**src/rtl/pong_pkg.sv**
```systemverilog
// Shared constants and encodings for the PONG game-state controller.
package pong_pkg;

  typedef enum logic [1:0] {
    ST_IDLE  = 2'd0,
    ST_SERVE = 2'd1,
    ST_PLAY  = 2'd2,
    ST_OVER  = 2'd3
  } game_state_e;

  typedef enum logic {
    DIR_POS = 1'b0,
    DIR_NEG = 1'b1
  } dir_e;

  localparam int unsigned SCREEN_W_DEF    = 800;
  localparam int unsigned SCREEN_H_DEF    = 600;
  localparam int unsigned BALL_SIZE_DEF   = 10;
  localparam int unsigned PADDLE_X_DEF    = 20;
  localparam int unsigned PADDLE_W_DEF    = 10;
  localparam int unsigned PADDLE_H_DEF    = 100;
  localparam int unsigned BALL_SPEED_DEF  = 4;
  localparam int unsigned SERVE_DELAY_DEF = 60;
  localparam int unsigned START_LIVES_DEF = 3;

endpackage

```
**src/rtl/pong_edge_det.sv**
```systemverilog
// One-flop delay of a level input plus a single-cycle rising-edge pulse.
module pong_edge_det (
  input  logic clk,
  input  logic rst,
  input  logic din,
  output logic pulse
);

  logic d_q, d_d;

  always_comb d_d = din;

  always_ff @(posedge clk) begin
    if (rst) d_q <= 1'b0;
    else     d_q <= d_d;
  end

  assign pulse = din & ~d_q;

endmodule

```
**src/rtl/pong_ball_ctl.sv**
```systemverilog
// PONG game-state controller: serve/play/miss/over sequencing, ball motion,
// wall and paddle collisions, score and lives; updates once per frame.
module pong_ball_ctl
  import pong_pkg::*;
#(
  parameter int unsigned SCREEN_W    = SCREEN_W_DEF,
  parameter int unsigned SCREEN_H    = SCREEN_H_DEF,
  parameter int unsigned BALL_SIZE   = BALL_SIZE_DEF,
  parameter int unsigned PADDLE_X    = PADDLE_X_DEF,
  parameter int unsigned PADDLE_W    = PADDLE_W_DEF,
  parameter int unsigned PADDLE_H    = PADDLE_H_DEF,
  parameter int unsigned BALL_SPEED  = BALL_SPEED_DEF,
  parameter int unsigned SERVE_DELAY = SERVE_DELAY_DEF,
  parameter int unsigned START_LIVES = START_LIVES_DEF
) (
  input  logic        pclk,
  input  logic        rst,
  input  logic        vblnk_in,
  input  logic        start,
  input  logic [11:0] paddle_ypos,
  output logic [11:0] ball_xpos,
  output logic [11:0] ball_ypos,
  output logic        ball_visible,
  output logic [7:0]  score,
  output logic [1:0]  lives,
  output logic [1:0]  game_state
);

  localparam int CNT_W = (SERVE_DELAY < 2) ? 1 : $clog2(SERVE_DELAY + 1);

  localparam logic [11:0] X_CTR  = 12'((SCREEN_W - BALL_SIZE) / 2);
  localparam logic [11:0] Y_CTR  = 12'((SCREEN_H - BALL_SIZE) / 2);
  localparam logic [11:0] X_MAX  = 12'(SCREEN_W - BALL_SIZE);
  localparam logic [11:0] Y_MAX  = 12'(SCREEN_H - BALL_SIZE);
  localparam logic [11:0] PF12   = 12'(PADDLE_X + PADDLE_W);
  localparam logic [12:0] W13    = 13'(SCREEN_W);
  localparam logic [12:0] H13    = 13'(SCREEN_H);
  localparam logic [12:0] B13    = 13'(BALL_SIZE);
  localparam logic [12:0] S13    = 13'(BALL_SPEED);
  localparam logic [12:0] PF13   = 13'(PADDLE_X + PADDLE_W);
  localparam logic [12:0] PH13   = 13'(PADDLE_H);

  logic tick, start_p;

  pong_edge_det u_vblnk_edge (.clk(pclk), .rst(rst), .din(vblnk_in), .pulse(tick));
  pong_edge_det u_start_edge (.clk(pclk), .rst(rst), .din(start),    .pulse(start_p));

  game_state_e      state_q, state_d;
  dir_e             dir_x_q, dir_x_d, dir_y_q, dir_y_d;
  logic [11:0]      x_q, x_d, y_q, y_d;
  logic [7:0]       score_q, score_d;
  logic [1:0]       lives_q, lives_d;
  logic [CNT_W-1:0] cnt_q, cnt_d;
  logic             vis_q, vis_d;

  // Candidate motion for this tick; 13-bit so edge sums never wrap.
  logic [12:0] x_w, y_w, pad_w;
  logic [11:0] x_mv, y_mv;
  dir_e        xdir_mv, ydir_mv;
  logic        hit, miss;

  always_comb begin
    x_w     = {1'b0, x_q};
    y_w     = {1'b0, y_q};
    pad_w   = {1'b0, paddle_ypos};
    x_mv    = x_q;
    y_mv    = y_q;
    xdir_mv = dir_x_q;
    ydir_mv = dir_y_q;
    hit     = 1'b0;
    miss    = 1'b0;

    if (dir_y_q == DIR_POS) begin
      if (y_w + B13 + S13 >= H13) begin
        y_mv    = Y_MAX;
        ydir_mv = DIR_NEG;
      end else begin
        y_mv = 12'(y_w + S13);
      end
    end else if (y_w <= S13) begin
      y_mv    = '0;
      ydir_mv = DIR_POS;
    end else begin
      y_mv = 12'(y_w - S13);
    end

    if (dir_x_q == DIR_POS) begin
      if (x_w + B13 + S13 >= W13) begin
        x_mv    = X_MAX;
        xdir_mv = DIR_NEG;
      end else begin
        x_mv = 12'(x_w + S13);
      end
    end else if (x_w >= PF13 && x_w <= PF13 + S13 &&
                 y_w + B13 > pad_w && y_w < pad_w + PH13) begin
      hit     = 1'b1;
      x_mv    = PF12;
      xdir_mv = DIR_POS;
    end else if (x_w <= S13) begin
      miss = 1'b1;
    end else begin
      x_mv = 12'(x_w - S13);
    end
  end

  always_comb begin
    state_d = state_q;
    dir_x_d = dir_x_q;
    dir_y_d = dir_y_q;
    x_d     = x_q;
    y_d     = y_q;
    score_d = score_q;
    lives_d = lives_q;
    cnt_d   = cnt_q;
    vis_d   = vis_q;

    unique case (state_q)
      ST_IDLE: begin
        if (start_p) begin
          state_d = ST_SERVE;
          cnt_d   = CNT_W'(SERVE_DELAY);
          vis_d   = 1'b1;
        end
      end
      ST_SERVE: begin
        if (tick) begin
          cnt_d = cnt_q - CNT_W'(1);
          if (cnt_q == CNT_W'(1)) state_d = ST_PLAY;
        end
      end
      ST_PLAY: begin
        if (tick) begin
          if (miss) begin
            // The y step computed alongside a miss is dropped with the serve reset.
            x_d     = X_CTR;
            y_d     = Y_CTR;
            dir_x_d = DIR_POS;
            dir_y_d = DIR_POS;
            if (lives_q == 2'd1) begin
              lives_d = 2'd0;
              state_d = ST_OVER;
              vis_d   = 1'b0;
            end else begin
              lives_d = lives_q - 2'd1;
              state_d = ST_SERVE;
              cnt_d   = CNT_W'(SERVE_DELAY);
            end
          end else begin
            x_d     = x_mv;
            y_d     = y_mv;
            dir_x_d = xdir_mv;
            dir_y_d = ydir_mv;
            if (hit && score_q != 8'hFF) score_d = score_q + 8'd1;
          end
        end
      end
      ST_OVER: begin
        if (start_p) begin
          state_d = ST_SERVE;
          cnt_d   = CNT_W'(SERVE_DELAY);
          score_d = '0;
          lives_d = 2'(START_LIVES);
          vis_d   = 1'b1;
          dir_x_d = DIR_POS;
          dir_y_d = DIR_POS;
        end
      end
      default: state_d = ST_IDLE;
    endcase
  end

  always_ff @(posedge pclk) begin
    if (rst) begin
      state_q <= ST_IDLE;
      dir_x_q <= DIR_POS;
      dir_y_q <= DIR_POS;
      x_q     <= X_CTR;
      y_q     <= Y_CTR;
      score_q <= '0;
      lives_q <= 2'(START_LIVES);
      cnt_q   <= '0;
      vis_q   <= 1'b0;
    end else begin
      state_q <= state_d;
      dir_x_q <= dir_x_d;
      dir_y_q <= dir_y_d;
      x_q     <= x_d;
      y_q     <= y_d;
      score_q <= score_d;
      lives_q <= lives_d;
      cnt_q   <= cnt_d;
      vis_q   <= vis_d;
    end
  end

  assign ball_xpos    = x_q;
  assign ball_ypos    = y_q;
  assign ball_visible = vis_q;
  assign score        = score_q;
  assign lives        = lives_q;
  assign game_state   = state_q;

endmodule

```
**config.mk**
```make
export PLATFORM = sky130hd
export DESIGN_NAME = pong_ball_ctl
export DESIGN_NICKNAME = d
export VERILOG_FILES = /design/src/rtl/pong_pkg.sv /design/src/rtl/pong_edge_det.sv /design/src/rtl/pong_ball_ctl.sv
export SDC_FILE = /design/constraint.sdc
export NUM_CORES = 1
export LEC_CHECK = 0
export ABC_AREA = 1
export CAP_MARGIN = 20
export CELL_PAD_IN_SITES_DETAIL_PLACEMENT = 0
export CELL_PAD_IN_SITES_GLOBAL_PLACEMENT = 1
export CORE_MARGIN = 2
export CORE_UTILIZATION = 37
export CTS_BUF_LIST = sky130_fd_sc_hd__clkbuf_8
export DETAILED_ROUTE_END_ITERATION = 6
export GPL_TIMING_DRIVEN = 0
export PLACE_DENSITY_LB_ADDON = 0.1
export SLEW_MARGIN = 20
export SYNTH_ARGS = -nofsm -noshare
export SYNTH_HDL_FRONTEND = slang
export SYNTH_SLANG_ARGS = --single-unit
```
**constraint.sdc**
```tcl
create_clock -name pclk -period 2.87 [get_ports pclk]
set_input_delay 0.574 -clock pclk [delete_from_list [all_inputs] [get_ports pclk]]
set_output_delay 0.574 -clock pclk [all_outputs]
set_load 0.01 [all_outputs]
```
---- After elaboration in Yosys (flattened, before gate mapping) ----
Index checks and enable logic that the tools add are counted.
word-level totals
  register bits ........................... 47
  input bits .............................. 16
cells by class
  $add $sub $neg .......................... 12
  $lt $le $gt $ge ......................... 8
  equality and inequality tests ........... 17
  mux-type cells .......................... 55
  bitwise gates (word level) .............. 4
  reductions and logical operators ........ 16
operators with widths
  kind                                                                                   number
  12-bit 2-to-1 mux                                                                      9
  8-bit 2-to-1 mux                                                                       4
  6-bit 2-to-1 mux                                                                       5
  12-bit by 4-bit adder with 13-bit output, second input constant                        2
  13-bit by 3-bit adder with 13-bit output, second input constant                        2
  13-bit by 10-bit greater-or-equal comparator with 1-bit output, second input constant  2
  12-bit by 3-bit adder with 12-bit output, second input constant                        2
  12-bit by 3-bit less-or-equal comparator with 1-bit output, second input constant      2
  12-bit by 3-bit subtractor with 12-bit output, second input constant                   2
  1-bit 2-to-1 mux                                                                       20
  2-bit 2-to-1 mux                                                                       10
  5-bit AND reduction                                                                    4
  2-bit != test, second input constant                                                   9
  6-bit one-hot mux with 3 select lines                                                  1
  8-bit one-hot mux with 2 select lines                                                  1
  12-bit by 7-bit adder with 13-bit output, second input constant                        1
  13-bit by 12-bit > comparator with 1-bit output                                        1
  12-bit by 13-bit < comparator with 1-bit output                                        1
  12-bit by 5-bit greater-or-equal comparator with 1-bit output, second input constant   1
  12-bit by 6-bit less-or-equal comparator with 1-bit output, second input constant      1
  8-bit by 1-bit adder with 8-bit output, second input constant                          1
  8-bit != test, second input constant                                                   1
  6-bit by 1-bit == test with 1-bit output, second input constant                        1
  1-bit one-hot mux with 2 select lines                                                  3
  other kinds (17)                                                                       26

---- Depth between registers and ports, before layout ----
  depth after elaboration ................. 11
  depth in mapped cells ................... 25
  depth with buffers taken out ............ 25

---- Cells and area by module ----
From an unflattened synthesis, not the netlist that was laid out.
second synthesis, totals
  cell total of the unflattened synthesis .. 740
  area, all modules ....................... 4804.6 um^2
modules (own cells, without submodules)
  module         times used  cells an instance  area each (um^2)  seq. area each (um^2)
  pong_ball_ctl  1           732                4742.0            900.9
  pong_edge_det  2           4                  31.3              20.0

---- Worst setup path before layout ----
OpenSTA, ideal clock, no wires.
  path type ............................... reg2reg
  from .................................... reg y_q[3] (netlist: ball_ypos[3])
  to ...................................... reg score_q[2] (netlist: score[2])
  library setup time ...................... 0.132 ns
  arrival time ............................ 2.743 ns
  data required time ...................... 2.738 ns
  slack ................................... -0.005 ns
  stages on the path, launching flop included .. 25
  path buffers ............................ 0
  period minus slack after synthesis ...... 2.875 ns
  cell sequence ........................... dfxtp_1 > inv_4 > ha_1 > nand2_1 > nand2_8 > nand2_1 > nand2_1 > nand2_1 > inv_1 > ha_1 > nand2_1 > inv_1 > nand3_1 > nor2_1 > nand2_1 > o21ai_0 > nand2_1 > nand2_1 > nand3_1 > nor2_2 > nand3_2 > nand2_4 > nand2_4 > nand2_1 > a21oi_1
on the way
  longest elaborated chain between the ends .. 9
  elaborated cells between the ends (all ways) .. 13
RTL lines
  element                                          line                  RTL
  from (decl)                                      pong_ball_ctl.sv:50   logic [11:0] x_q, x_d, y_q, y_d;
  from (signal assigned)                           pong_ball_ctl.sv:188  y_q <= y_d;
  12-bit by 4-bit adder with 13-bit output         pong_ball_ctl.sv:95   y_w + B13 > pad_w && y_w < pad_w + PH13) begin
  13-bit by 12-bit > comparator with 1-bit output  pong_ball_ctl.sv:95
  1-bit logical AND                                pong_ball_ctl.sv:94   end else if (x_w >= PF13 && x_w <= PF13 + S13 &&
  1-bit logical AND (*)                            pong_ball_ctl.sv:95
  1-bit 2-to-1 mux                                 pong_ball_ctl.sv:94
  1-bit 2-to-1 mux                                 pong_ball_ctl.sv:87   if (dir_x_q == DIR_POS) begin
  1-bit logical AND                                pong_ball_ctl.sv:153  if (hit && score_q != 8'hFF) score_d = score_q + 8'd1;
  2-bit != test (no line)                          -
  5-bit AND reduction (no line) (*)                -
  to (signal assigned)                             pong_ball_ctl.sv:189  score_q <= score_d;
  to (decl)                                        pong_ball_ctl.sv:51   logic [7:0] score_q, score_d;
Mark *: on every way between the ends. The rest lies on a longest branch, timed or not.
A chain may end at the register's enable or synchronous reset.

---- Worst setup path in the final report ----
  from .................................... in paddle_ypos[9]
  to ...................................... reg score_q[7] (netlist: score[7])
on the way
  longest elaborated chain between the ends .. 8
  elaborated cells between the ends (all ways) .. 13
RTL lines
  element                                                                                                      line                                      RTL
  from (decl)                                                                                                  pong_ball_ctl.sv:20                       input logic [11:0] paddle_ypos,
  12-bit by 7-bit adder with 13-bit output or 13-bit by 12-bit > comparator with 1-bit output (tied branches)  pong_ball_ctl.sv:95
  12-bit by 13-bit < comparator with 1-bit output or 1-bit logical AND (tied branches)                         pong_ball_ctl.sv:95, pong_ball_ctl.sv:94
  1-bit logical AND (*)                                                                                        pong_ball_ctl.sv:95
  1-bit 2-to-1 mux                                                                                             pong_ball_ctl.sv:94
  1-bit 2-to-1 mux                                                                                             pong_ball_ctl.sv:87
  1-bit logical AND                                                                                            pong_ball_ctl.sv:153
  2-bit != test (no line)                                                                                      -
  5-bit AND reduction (no line) (*)                                                                            -
Marks and branches as above.

==> reports/results.ini <==
[status]
status=finished, final reports clean

[floorplan]
die_area_sq_um=13440
fp.dieH_microns=115.9
placeable_core_region_sq_um=12110
boundaryPins=53
rows=40
chipWidth_microns=115.9
start_util=0.3826

[power]
p_leak_nw=2.686
total_power_mw=3.003
pwr_density_cell_nw_per_um2=502.0
worst_ir_drop_vdd_uv=358.6

[timing]
timing_hold_violations_final=0
timing.clock.skew_ns=0.01569
max-slew-margin-rel=0.5627
setup_viol=0
worst-slew-pin-transition_ns=0.6560
layout_worst_path_cycle_share=0.9488
grt_setup_unrepaired=true
finalCriticalPeriod_ns=2.723
timing.final.max_slew_violations=0
fmax_mhz=367.2

[logic_synthesis]
yosysSeqAreaShare=0.2030
distinct_cells_synth=42
yosys_warnings=0
synth_fp_nets=792
synth_edf_count=0
synth_cells=731
ys_dominant_reg_cell=dfxtp_1
ys_seq_elements=47
area_of_the_mapped_netlist_sq_um=4634
avgSynthCellArea_sq_um=6.340
async_reset_ff_frac=0

[worst_setup_path]
critical_path.cell_chain=clkdlybuf4s50_1 -> inv_1 -> nor2_2 -> xor2_1 -> ha_1 -> nand2_1 -> nor2_1 -> nand2_1 -> nor2_1 -> nand2_1 -> nand3_2 -> nor2_4 -> nand3_4 -> nand2_8 -> nand2_8 -> nand2_1 -> a21oi_1
path_max_fanout=8
crit_path_arrival_time_ns=2.93
critPathLaunchType=input port
reg2regPathDepth=18
timing.critical_path.slowest_cell_delay_ns=0.53
most_frequent_cell_on_the_critical_path=nand2_1
cp-end-kind=flip-flop
worst_ep_required_time_ns=3.07
timing.setup.critical_path_class=input port to flip-flop
cpMaxStageDelayCell=clkdlybuf4s50_1

[global_routing]
grt_max_degree=18
grt.total_usage=0.2094
final_global_route_overflow_total=0
initial_antenna_violation_count=0
grt_pass1_vias=4688
grt_pass1_wl_microns=22540

[drt]
ant_nets=0
drt-pass1-iter-count=4
routed_wl_microns=13810
avgViaCountPerCell=5.041
initialDrtViolationCount=290
drc=0
detailroute.via_count=4950
wl_cell_microns=14.06

[place]
io_buffer_count=51
gpl.final_weighted_congestion=0.9434
hpwlAfterDp_microns=10530

[clock_tree]
cell_at_the_root_of_the_clock_tree=clkbuf_8
cts_tree=built
worst_setup_hold_path_clk_slew_ns=0.11
clk-insertion-delay-late_ns=0.33
htree_levels=2
cts_buffer_count=5
cts.hold.buffers_added=0
cts.sink_count=47
ctsLongestPathBuffers=2

[final_layout]
final_core_density=0.4939
area_growth_pct=29.08
num-nets-final=874
antenna_cells_inserted=0
multi_input_area_sq_um=3535
post_route_cells_drive_above_1_share=0.1757
register_area_sq_um=970.9
number_of_fill_cells_in_the_layout=1320

[flow_run]
max-cap-violations=0

[hold_path]
hold-path-cell-count=2
hold_path.class=flip-flop to flip-flop

-- what timing repair did --
action	CTS	global route
gates cloned	1	0
setup endpoints to repair	15	15
buffers inserted	11	13
resized for setup	39	59
pin swaps	12	24
-- path summary, 6_finish.rpt --
kind	startpoint	end	slack, ns
setup / recovery	paddle_ypos[9]	score[7]$_SDFFE_PP0P_	0.15
hold / removal	ball_visible$_SDFFE_PP0P_	ball_visible$_SDFFE_PP0P_	0.45
setup reg to reg	ball_ypos[1]$_SDFFE_PP1P_	score[7]$_SDFFE_PP0P_	0.16
hold reg to reg	ball_visible$_SDFFE_PP0P_	ball_visible$_SDFFE_PP0P_	0.45
-- sequential cells by signal, summed over array words and instances, names as in the netlist --
name / flops
lives: 2
u_start_edge.d_q: 1
cnt_q: 6
ball_ypos: 12
ball_xpos: 12
game_state: 2
score: 8
dir_x_q: 1
dir_y_q: 1
u_vblnk_edge.d_q: 1
ball_visible: 1
-- layout by cell type (no fill, tap or decap), drive strengths merged, types with 6 or more instances in the layout --
master,count
a21oi,51
a31oi,7
buf,29
clkbuf,18
clkdlybuf4s50,44
dfxtp,47
ha,45
inv,102
nand2,192
nand3,62
nand4,19
nor2,76
nor3,15
o21ai,42
xnor2,6
xor2,29
-- critical path: cells and delay by family --
family / cells / cell delay [ns]
and+or+nand+nor: 12 / 1.19
buffers and inverters: 2 / 0.63
adders and majority gates: 1 / 0.27
xor gates and xnor gates: 1 / 0.19
AOI/OAI and AO/OA: 1 / 0.06
-- per-stage QoR --
| stage | TNS [ns] | std cells | setup WS (ns) | area (sq um) | hold slack, ns |
|---|---|---|---|---|---|
| floorplan | 0 | 731 | 0.1250 | 4636 | 0.4581 |
| global placement | -9.954 | 950 | -0.7496 | 5356 | 0.4391 |
| detailed placement | -10.99 | 950 | -0.8365 | 5356 | 0.4433 |
| CTS | 0 | 970 | 0.002408 | 5664 | 0.4630 |
| global route | -0.05446 | 982 | -0.02818 | 5982 | 0.5018 |
| finish | 0 | 982 | 0.1470 | 5982 | 0.4532 |
-- area by class of cell --
type,count,share of cell area
tap,168,0.03514
sequential,47,0.1623
timing repair buffer,75,0.1155
buffer,16,0.01318
clock buffer,5,0.01150
clock inverter,3,0.004602
multi-input combinational,567,0.5909
inverter,101,0.06693
-- report_power, final --
group,switching [mW],leakage [nW],total (mW),internal [mW]
clock network,0.279,0.0467,0.460,0.181
registers,0.130,0.386,0.889,0.760
logic,0.974,2.25,1.65,0.679
-- cells by family (layout without fill, tap and decap cells) --
logic type / count (synthesis) / count (layout) / synth area share
AO/OA/AOI/OAI: 117 / 117 / 0.1401
XOR/XNOR: 35 / 35 / 0.06614
adder cells (fa/ha/maj): 45 / 45 / 0.1215
buffers and inverters: 118 / 200 / 0.1012
flip-flops: 47 / 47 / 0.2030
AND/OR/NAND/NOR: 369 / 370 / 0.3680
-- cell usage after synthesis, types with 11 or more instances --
library cell | count | area (sq um)
nand2_1 | 177 | 664.4
inv_1 | 93 | 349.1
nor2_1 | 62 | 232.7
nand3_1 | 58 | 290.3
a21oi_1 | 50 | 250.2
dfxtp_1 | 47 | 940.9
ha_1 | 45 | 563.0
o21ai_0 | 39 | 195.2
xor2_1 | 29 | 254.0
nand4_1 | 18 | 112.6
nor3_1 | 13 | 65.06
nand2_2 | 11 | 68.82
-- routing by layer --
metal	vias up	GRT usage	wire (microns)
met1	2260	0.2914	6664
met5	-	0	0
li1	2562	-	-
met3	20	0.02667	484
met4	0	0.06349	278
met2	108	0.3388	6378
Note: power is estimated with default switching activity, not from simulation.
